--- src/rtl/mux153_pkg.sv ---
// mux153_pkg: shared encodings for the '153 round-robin scheduler (SEL_W, NREQ, FSM states)
package mux153_pkg;
  localparam int SEL_W = 2;
  localparam int NREQ = 4;
  localparam logic [1:0] ST_IDLE = 2'd0;
  localparam logic [1:0] ST_GRANT = 2'd1;
  localparam logic [1:0] ST_GAP = 2'd2;
endpackage

--- src/rtl/rr_pick4.sv ---
// rr_pick4: combinational round-robin pick; ports req[3:0], last[1:0] -> winner[1:0], valid
module rr_pick4
  import mux153_pkg::*;
(
  input  logic [NREQ-1:0]  req,
  input  logic [SEL_W-1:0] last,
  output logic [SEL_W-1:0] winner,
  output logic             valid
);
  logic [NREQ-1:0] rot;
  // rot[i] is the request at position (last+1+i) mod 4, so the lowest set bit wins
  assign rot = NREQ'({req, req} >> ({1'b0, last} + 3'd1));
  assign winner = rot[0] ? last + 2'd1 : rot[1] ? last + 2'd2 : rot[2] ? last + 2'd3 : last;
  assign valid = |req;
endmodule

--- src/rtl/mux153_rr_sched.sv ---
// mux153_rr_sched: round-robin scheduler driving a shared dual 4-to-1 '153 mux
// Ports: i_clk, i_rst (sync, active-high), i_req[3:0], i_ch_en[1:0],
//   o_gnt[3:0] one-hot grant, o_B/o_A select, o_1G/o_2G active-low strobes, o_busy.
// MUX153_SCHED_LOCK_EN adds i_lock, which suspends the BURST_MAX limit while in GRANT.
module mux153_rr_sched
  import mux153_pkg::*;
#(
  parameter int BURST_MAX = 8
) (
  input  logic            i_clk,
  input  logic            i_rst,
  input  logic [NREQ-1:0] i_req,
  input  logic [1:0]      i_ch_en,
`ifdef MUX153_SCHED_LOCK_EN
  input  logic            i_lock,
`endif
  output logic [NREQ-1:0] o_gnt,
  output logic            o_B,
  output logic            o_A,
  output logic            o_1G,
  output logic            o_2G,
  output logic            o_busy
);
  localparam int CNT_W = 8;
  localparam logic [CNT_W-1:0] CNT_MAX = CNT_W'(BURST_MAX);
  logic [1:0] st_q, st_d, en_q, en_d;
  logic [SEL_W-1:0] own_q, own_d, last_q, last_d, win;
  logic [CNT_W-1:0] cnt_q, cnt_d;
  logic [NREQ-1:0] gnt_q;
  logic g1_q, g2_q, busy_q, vld, lock, done;
  rr_pick4 u_pick (.req(i_req), .last(last_q), .winner(win), .valid(vld));
`ifdef MUX153_SCHED_LOCK_EN
  assign lock = i_lock;
`else
  assign lock = 1'b0;
`endif
  assign done = !i_req[own_q] || (cnt_q == CNT_MAX && !lock);
  // IDLE and GAP share the arbitration path; last_q is updated on GRANT->GAP so the GAP picks past the old owner
  always_comb begin
    st_d = st_q;
    own_d = own_q;
    last_d = last_q;
    cnt_d = cnt_q;
    en_d = en_q;
    if (st_q == ST_GRANT) begin
      st_d = done ? ST_GAP : ST_GRANT;
      last_d = done ? own_q : last_q;
      cnt_d = (done || cnt_q == CNT_MAX) ? cnt_q : cnt_q + 1'b1;
    end else if (vld) begin
      st_d = ST_GRANT;
      own_d = win;
      cnt_d = CNT_W'(1);
      en_d = i_ch_en;
    end else begin
      st_d = ST_IDLE;
    end
  end
  always_ff @(posedge i_clk) begin
    if (i_rst) begin
      st_q <= ST_IDLE;
      own_q <= '0;
      last_q <= 2'd3;
      cnt_q <= '0;
      en_q <= '0;
      gnt_q <= '0;
      g1_q <= 1'b1;
      g2_q <= 1'b1;
      busy_q <= 1'b0;
    end else begin
      st_q <= st_d;
      own_q <= own_d;
      last_q <= last_d;
      cnt_q <= cnt_d;
      en_q <= en_d;
      gnt_q <= (st_d == ST_GRANT) ? NREQ'(1) << own_d : '0;
      g1_q <= !(st_d == ST_GRANT && en_d[0]);
      g2_q <= !(st_d == ST_GRANT && en_d[1]);
      busy_q <= st_d != ST_IDLE;
    end
  end
  assign o_gnt = gnt_q;
  assign {o_B, o_A} = own_q;
  assign o_1G = g1_q;
  assign o_2G = g2_q;
  assign o_busy = busy_q;
endmodule
--- config.mk ---
export PLATFORM = sky130hd
export DESIGN_NAME = mux153_rr_sched
export DESIGN_NICKNAME = d
export VERILOG_FILES = /design/src/rtl/mux153_pkg.sv /design/src/rtl/rr_pick4.sv /design/src/rtl/mux153_rr_sched.sv
export SDC_FILE = /design/constraint.sdc
export NUM_CORES = 1
export LEC_CHECK = 0
export ABC_AREA = 1
export BUFFER_PORTS_ARGS = -buffer_cell sky130_fd_sc_hd__buf_2
export CAP_MARGIN = 20
export CORE_ASPECT_RATIO = 2
export CORE_UTILIZATION = 50
export DETAILED_ROUTE_END_ITERATION = 10
export PLACE_DENSITY = 0.78
export SLEW_MARGIN = 40
export SYNTH_ARGS = -nofsm -noshare
export SYNTH_HDL_FRONTEND = slang
export SYNTH_HIERARCHICAL = 1
export SYNTH_SLANG_ARGS = --single-unit
export TNS_END_PERCENT = 50
--- constraint.sdc ---
create_clock -name i_clk -period 1.85 [get_ports i_clk]
set_clock_uncertainty 0.1 [all_clocks]
set_input_delay 0.37 -clock i_clk [delete_from_list [all_inputs] [get_ports i_clk]]
set_output_delay 0.37 -clock i_clk [all_outputs]
set_load 0.1 [all_outputs]
==> results of run 1 <==
==> kinds of logic after synthesis <==
group	Yosys count	share of synthesized area (%)
adders and majority gates	2	1.83
buffers and inverters	35	11.1
and+or+nand+nor	108	42.6
xor gates and xnor gates	3	1.92
DFF	23	33.6
AOI/OAI and AO/OA	16	8.86
==> final timing paths <==
path,endpoint,slack (ps)
hold reg to reg,en_q[1],400
setup / recovery,o_gnt[2],250
hold / removal,en_q[1],280
setup reg to reg,o_gnt[2],250
==> Yosys cell counts <==
| master | count |
|---|---|
| o21ai_1 | 5 |
| nor3b_1 | 2 |
| nand2_8 | 1 |
| nand3_1 | 14 |
| nand2_4 | 5 |
| buf_6 | 2 |
| a21oi_2 | 5 |
| nand3_2 | 2 |
| ha_1 | 2 |
| inv_2 | 8 |
| buf_2 | 1 |
| nor2_8 | 1 |
| nand4_1 | 2 |
| nand3_4 | 1 |
| o21ai_4 | 1 |
| nor2_1 | 16 |
| o211ai_1 | 2 |
| nand2_2 | 14 |
| inv_4 | 2 |
| nand2_1 | 43 |
| xor2_1 | 2 |
| inv_1 | 22 |
| o21ai_0 | 1 |
| nor2_2 | 7 |
| xnor2_1 | 1 |
| dfxtp_1 | 23 |
| a21oi_1 | 1 |
| a21boi_2 | 1 |
==> where the power goes <==
part / total [mW] / leakage, nW / switching (mW) / internal [mW]
sequential: 0.631 / 0.190 / 0.0545 / 0.577
clock: 0.315 / 0.0255 / 0.165 / 0.151
combinational: 0.934 / 0.526 / 0.708 / 0.227
==> metal layers <==
metal	global-route usage, %	wire length (µm)	vias to the layer above
met1	19.2	989	524
met2	40.2	1600	18
met3	0.875	58	5
met4	6.21	36	0
li1	-	-	609
met5	0	0	-
==> area by class of cell <==
class | count | area [µm²]
fill | 251 | 1060
inverter | 32 | 125
clock buffer | 3 | 41.3
tap | 28 | 35.0
multi-input combinational | 129 | 757
timing repair buffer | 17 | 87.6
clock inverter | 1 | 5.00
sequential | 23 | 463
==> state kept, by name, summed over array words and instances (netlist names) <==
register	cells
en_q	2
last_q	2
st_q	2
own_q	2
o_gnt	4
o_busy	1
cnt_q	8
o_1G	1
o_2G	1
==> worst max-delay path: stages (launching register included) <==
cell and delay, ps:
dfxtp_1 310, buf_4 190, inv_4 60, nand2_1 60, nand3_1 90, nand2_1 80
inv_1 40, nand2_2 50, nand2_1 50, nand2_1 50, nand2_1 40, o21ai_1 230
inv_1 90, nor2_1 100
==> flow_summary.yaml, run 1 <==
logic_synthesis:
  synthTopCellsByArea: "dfxtp_1, nand2_1, nand2_2, inv_1, nand3_1"
  synth_area_um2: 1370
  synth_fp_nets: 197
  yosysUniqueCellTypes: 28
  synth_seq_cells: 23
  yosys.area.top_type: "dfxtp_1"
  yosysTopAreaCellShare_pct: 33.6
  syn_avg_cell_area_um2: 7.33
  ys_warn_count: 6
  seq_area_frac_synth_pct: 33.6
  syn_inst: 187
critical_path:
  timing.rr.start: "last_q[0]"
  crit_start: "last_q[0]"
  crit_path_start_kind: "flip-flop"
  worstPathArrival_ps: 1710
  critPathKind: "flip-flop to flip-flop"
  required_ps: 1960
  path_max_fanout: 9
  endpoint_kind: "flip-flop"
  r2r_cells: 13
global_route:
  grt_max_degree: 15
  grt_pass1_vias: 1094
  grt_use_total_pct: 20.1
  grt_overflow: 0
  antenna_found_initial: 0
  grt_pass1_wl_um: 4360
floorplanning:
  core_area_um2: 2570
  dieWidth_um: 39.0
  die_h_um: 76.0
  ioPinCount: 17
  num_rows: 26
  dieArea_um2: 2970
  start_util_pct: 53.3
hold_path:
  hold_class: "primary input to flip-flop"
  hold_start: "i_ch_en[1]"
  min_path_cells: 3
sta:
  clock.fmax_mhz: 625
  maxSlewViolCount: 0
  final-hold-violation-count: 0
  rsz0062_at_grt: "no"
  worst_slew_pin_slew_ps: 491
  final.setup.worst_slack_ps: 251
  post-route-min-period_ps: 1600
  timing.final.crit_share_pct: 86.4
  hold_ws_ps: 280
  finalSetupTns_ps: 0
  relSlewSlack_pct: 67.5
  setup_violations: 0
clock_network:
  clk-insertion-delay-late_ps: 270
  ctsResizeCount: 0
  cts_made_buffers: 3
  cts.sinks: 23
  cts_buffer_depth: 2
  clk_pin_slew_ps: 80
  tritoncts: "done"
  h-tree-depth: 1
  clockRootBuffer: "clkbuf_8"
  cts_hold_buf: 0
  cts_setup_buffers: 0
finish:
  final_cell_count_no_fill: 233
  diodes: 0
  layout_commonest_cell: "nand2_1"
  drive_gt1_share_pct: 34.6
  area_growth_pct: 10.5
  post-route-util_pct: 58.9
  final_nets: 216
  finalInstanceArea_um2: 1510
  final_cell_mix: "nand2_1, inv_1, dfxtp_1"
pwr:
  power.total_mw: 1.88
  power_density_nw_per_um2: 1240
  ir_drop_mv: 0.752
  leakage_nw: 0.741
place:
  numPortBuffers: 16
  placed_area_um2: 1470
  routabilityCongestion: 0.839
  hpwl_um: 2130
  dp.cells: 229
  dpl_worst_slack_ps: 196
status:
  outcome: "completed"
routing:
  drc: 0
  drt-wirelength-per-cell_um: 11.5
  wl_um: 2680
  vias: 1156
  initialDrtViolationCount: 36
  viasPerCell: 4.96
  dr.pass1.iters: 4
  ant_nets: 0
flow_run:
  max_cap_violations: 0
Note: power is estimated with default switching activity, not from simulation.
==> run 2, diff against run 1 <==
Settings changed: CORE_MARGIN set to 4.
==> run 2 against run 1 <==
- sequential power rose by 2%
- core utilization shrank 0.40 points
- via count grew 3.9%
- worst setup slack got worse by 66 ps
- critical path depth down 3
- combinational power is essentially flat
- clock power is 4% higher
- non-clock buffer count up 1
- cell count rose by 0.43%
- sequential share of layout area down 0.094 points
- critical path type unchanged
- largest cell class unchanged
- largest power group unchanged
==> flow_summary.yaml, run 2 (synthesis results as in run 1) <==
floorplanning:
  num_rows: 26
  die_h_um: 82.0
  dieArea_um2: 3690
  core_area_um2: 2600
  start_util_pct: 52.6
  ioPinCount: 17
  dieWidth_um: 45.0
global_route:
  grt_pass1_wl_um: 4820
  grt_overflow: 0
  antenna_found_initial: 0
  grt_use_total_pct: 17.7
  grt_pass1_vias: 1168
  grt_max_degree: 14
sta:
  setup_violations: 0
  maxSlewViolCount: 0
  finalSetupTns_ps: 0
  timing.final.crit_share_pct: 90.0
  final.setup.worst_slack_ps: 186
  final-hold-violation-count: 0
  worst_slew_pin_slew_ps: 488
  post-route-min-period_ps: 1660
  hold_ws_ps: 276
  clock.fmax_mhz: 601
  rsz0062_at_grt: "no"
  relSlewSlack_pct: 67.7
critical_path:
  critPathKind: "flip-flop to flip-flop"
  r2r_setup_slack_ps: 190
  r2r_cells: 10
  worstReg2RegEnd: "o_gnt[2]"
  path_max_fanout: 8
  timing.rr.start: "last_q[0]"
  required_ps: 1960
  crit_path_start_kind: "flip-flop"
  endpoint_kind: "flip-flop"
  worstPathArrival_ps: 1780
place:
  routabilityCongestion: 0.867
  hpwl_um: 2260
  numPortBuffers: 16
  placed_area_um2: 1480
  dpl_worst_slack_ps: 105
finish:
  final_nets: 217
  largest_reg_flops: 8
  post-route-util_pct: 58.5
  diodes: 0
  finalInstanceArea_um2: 1520
  largest-register: "cnt_q"
  layout_commonest_cell: "nand2_1"
  area_growth_pct: 11.1
  drive_gt1_share_pct: 35.4
  final_cell_mix: "nand2_1, inv_1, dfxtp_1"
  nFillCells: 263
clock_network:
  clk-insertion-delay-late_ps: 280
  clockRootBuffer: "clkbuf_8"
  cts_buffer_depth: 2
  clk_pin_slew_ps: 90
  cts.sinks: 23
  h-tree-depth: 1
  cts_made_buffers: 3
  tritoncts: "done"
routing:
  ant_nets: 0
  vias: 1201
  drc: 0
  viasPerCell: 5.13
  wl_um: 2850
  initialDrtViolationCount: 20
  drt-wirelength-per-cell_um: 12.2
  dr.pass1.iters: 4
pwr:
  power_density_nw_per_um2: 1250
  ir_drop_mv: 0.666
  leakage_nw: 0.745
hold_path:
  hold_start: "i_ch_en[1]"
  hold_class: "primary input to flip-flop"
  min_to: "en_q[1]"
  min_path_cells: 3
status:
  outcome: "completed"
flow_run:
  max_cap_violations: 0
[run 2: cell types whose count changed in the layout (fill, tap and decap cells not counted)]
cell     delta
dfxtp_1     -1
buf_4       +1
dfxtp_2     +1
[run 2: how the worst max path moves through the flow]
stage	slack [ps]	startpoint	cells past startpoint	end
floorplan	240	own_q[0]	9	cnt_q[7]
global placement	100	last_q[0]	11	o_gnt[2]
detailed placement	100	last_q[0]	11	o_gnt[2]
CTS	70	last_q[0]	11	o_gnt[2]
global route	30	last_q[0]	10	o_gnt[2]
finish	190	last_q[0]	10	o_gnt[2]
[run 2: critical path, stage by stage (launching register included)]
cell and delay, ps:
dfxtp_2 390, buf_4 160, o21ai_4 160, nand2_1 70
nand2_1 80, nand2_2 60, nand3_1 70, nand2_1 50
o21ai_1 250, inv_1 100, nor2_1 110
[run 2: area by class of cell]
cell class	instances	area, µm²	share of cell area, %
clock buffer	3	41.3	2.71
clock inverter	1	5.00	0.329
inverter	32	125	8.22
multi-input combinational	129	757	49.7
sequential	23	464	30.5
tap	28	35.0	2.30
timing repair buffer	18	95.1	6.24
[run 2: per-layer routing]
layer | share of wire [%] | vias up | global-route usage, % | routed length [µm]
li1 | - | 613 | - | -
met1 | 34 | 550 | 16.0 | 962
met4 | 4.9 | 0 | 10.9 | 139
met5 | 0 | - | 0 | 0
met3 | 2.7 | 11 | 1.97 | 78
met2 | 59 | 27 | 34.5 | 1670
[run 2: metrics by stage]
step	cells	power [mW]
2_1_floorplan	187	1.45
3_3_place_gp	230	1.59
3_5_place_dp	230	1.59
4_1_cts	234	1.91
5_1_grt	234	2.01
6_report	234	1.91
[run 2: power by group]
part           switching (mW)  internal, mW  total [mW]
logic                   0.702         0.232       0.934
clock network           0.178         0.151       0.329
registers              0.0663         0.578       0.644
total                   0.946         0.962        1.91
[run 2: what timing repair did]
action / CTS / global route
hold buffers: 0 / 0
setup buffers: 0 / 0
resized for setup: 0 / 1
endpoints found under the setup margin: 0 / 2
==> run 3, diff against run 2 <==
Settings changed: ABC_AREA 1 to not set, CORE_ASPECT_RATIO 2 to not set, PLACE_DENSITY 0.78 to 0.8.
==> run 3 against run 2 <==
- via count down 15%
- sequential power down 13%
- count of clock-buffer cells in the layout unchanged
- synthesized area down 18%
- first-iteration DRC count down 15%
- cell count down 24%
- clock power down 33%
- highest routed layer unchanged
==> flow_summary.yaml, run 3 <==
sta:
  maxSlewViolCount: 0
  rsz0062_at_grt: "no"
  relSlewSlack_pct: 67.3
  worst_slew_pin_slew_ps: 494
  setup_violations: 0
  hold_ws_ps: 223
  final.setup.worst_slack_ps: 171
  timing.final.crit_share_pct: 90.7
  post-route-min-period_ps: 1680
  finalSetupTns_ps: 0
  final-hold-violation-count: 0
  clock.fmax_mhz: 596
routing:
  dr_wl_met3_um: 128
  viasPerCell: 5.72
  wl_met1_um: 1100
  wl_met2_um: 1250
  ant_nets: 0
  wl_um: 2500
  drt-wirelength-per-cell_um: 14.0
  routed.top_layer: "met4"
  initialDrtViolationCount: 17
  dr.pass1.iters: 6
  drc: 0
  vias: 1024
critical_path:
  critPathKind: "flip-flop to flip-flop"
  endpoint_kind: "flip-flop"
  worstPathArrival_ps: 1820
  slowest_delay_ps: 430
  required_ps: 1990
  crit_path_start_kind: "flip-flop"
  worstReg2RegEnd: "cnt_q[6]"
  r2r_setup_slack_ps: 170
  timing.rr.start: "cnt_q[0]"
  worstPathCellList: "inv_1 -> ha_1 -> nand4bb_2 -> o211ai_4 -> or3_1 -> a31oi_1"
  cp_slowest_cell: "dfxtp_1"
  r2r_cells: 6
  path_max_fanout: 10
logic_synthesis:
  syn_inst: 132
  synth_common_cells: "dfxtp_1, a21oi_1, nand2_1"
  yosysUniqueCellTypes: 34
  async_flop_share_pct: 0
  synth_area_um2: 1120
  synth_seq_cells: 23
  yosys.area.top_type: "dfxtp_1"
  synth-main-ff-cell: "dfxtp_1"
  yosysTopAreaCellShare_pct: 41.2
  synthTopCellsByArea: "dfxtp_1, a21oi_1, nand2_1, or3_1, nor2_1"
  synth_fp_nets: 142
  ys_warn_count: 6
  syn_avg_cell_area_um2: 8.46
  seq_area_frac_synth_pct: 41.2
  synth-edff-count: 0
  yosysMostFrequentCell: "dfxtp_1"
clock_network:
  clk_pin_slew_ps: 120
  cts_hold_buf: 0
  cts_made_buffers: 3
  cts_setup_buffers: 0
  cts_buffer_depth: 2
  ctsResizeCount: 0
  clk-insertion-delay-late_ps: 300
  cts.sinks: 23
  tritoncts: "done"
  clockRootBuffer: "clkbuf_4"
  h-tree-depth: 1
place:
  routabilityCongestion: 0.946
  dpl_worst_slack_ps: 112
  numPortBuffers: 16
  hpwl_um: 1890
  dp.cells: 175
global_route:
  antenna_found_initial: 0
  grt_overflow: 0
  grt_pass1_vias: 975
  grt_pass1_wl_um: 4260
  grt_use_total_pct: 16.9
  grt_max_degree: 22
finish:
  layout_commonest_cell: "dfxtp_1"
  drive_gt1_share_pct: 23.0
  largest_reg_flops: 8
  final_nets: 163
  final_cell_count_no_fill: 179
  area_growth_pct: 14.7
  largest-register: "cnt_q"
  final_cell_mix: "dfxtp_1, buf_2, nand2_1, a21oi_1, nor2_1"
  diodes: 0
pwr:
  leakage_nw: 0.516
  ir_drop_mv: 0.550
  power_density_nw_per_um2: 895
hold_path:
  hold_class: "primary input to flip-flop"
  min_path_cells: 3
  hold_start: "i_ch_en[0]"
  min_to: "en_q[0]"
floorplanning:
  core_area_um2: 2040
  dieWidth_um: 55.3
  num_rows: 16
  ioPinCount: 17
  dieArea_um2: 3050
  die_h_um: 55.3
  start_util_pct: 54.7
status:
  outcome: "completed"
flow_run:
  max_cap_violations: 0
==> run 3: changes by cell type in the layout (fill, tap and decap cells not counted), moves of 6 or more <==
cell / delta
nand2_2: -14
nand2_1: -28
nor2_2: -7
inv_1: -18
inv_2: -7
a21oi_1: +14
nand3_1: -6
or3_1: +7
==> run 3: kinds of logic after synthesis <==
family / Yosys count / share of synthesized area (%)
fa+ha+maj: 2 / 2.24
compound gates: 36 / 21.1
flops: 23 / 41.2
buf+inv: 9 / 3.02
simple gates: 59 / 28.7
mux: 3 / 3.81
==> run 3: worst max-delay path by stage <==
stage | from | end | slack (ps) | cells after the start
3_5_place_dp | i_req[3] | o_gnt[0] | 110 | 6
3_3_place_gp | i_req[3] | o_gnt[0] | 120 | 6
2_1_floorplan | own_q[0] | cnt_q[0] | 70 | 4
6_report | cnt_q[0] | cnt_q[6] | 170 | 6
4_1_cts | cnt_q[0] | cnt_q[6] | 160 | 6
5_1_grt | cnt_q[0] | cnt_q[6] | 10 | 5
==> run 3: routing by layer <==
metal  vias up  global-route usage, %
met2        26                   28.7
met5         -                      0
met3         2                   3.03
met1       485                   20.8
li1        511                      -
met4         0                   7.29
==> run 3: cell type report <==
type,instances,area [µm²]
Clock buffer,3,22.5
Clock inverter,1,5.00
Fill cell,206,761
Inverter,5,18.8
Multi-Input combinational cell,100,623
Sequential cell,23,468
Tap cell,27,33.8
Timing Repair Buffer,20,110
==> run 3: worst max-delay path, delay by kind of cell (launching register included) <==
family                     cells  cell delay [ps]
adders and majority gates      1              210
AOI/OAI and AO/OA              2              300
buffers and inverters          1               70
and+or+nand+nor                2              500
DFF                            1              430
==> run 3: report_power, final <==
group	total, mW	switching [mW]	internal, mW
Sequential	0.563	0.0304	0.532
Combinational	0.362	0.259	0.103
Clock	0.222	0.142	0.0805
==> run 3: through the flow <==
| stage | util [%] | instance area [µm²] | total power [mW] |
|---|---|---|---|
| floorplan | - | 1120 | 0.847 |
| CTS | 62.7 | 1280 | 1.16 |
| detailed placement | 61.4 | 1250 | 0.934 |
| global placement | 61.4 | 1250 | 0.920 |
| global route | 62.7 | 1280 | 1.21 |
| finish | 62.7 | 1280 | 1.15 |
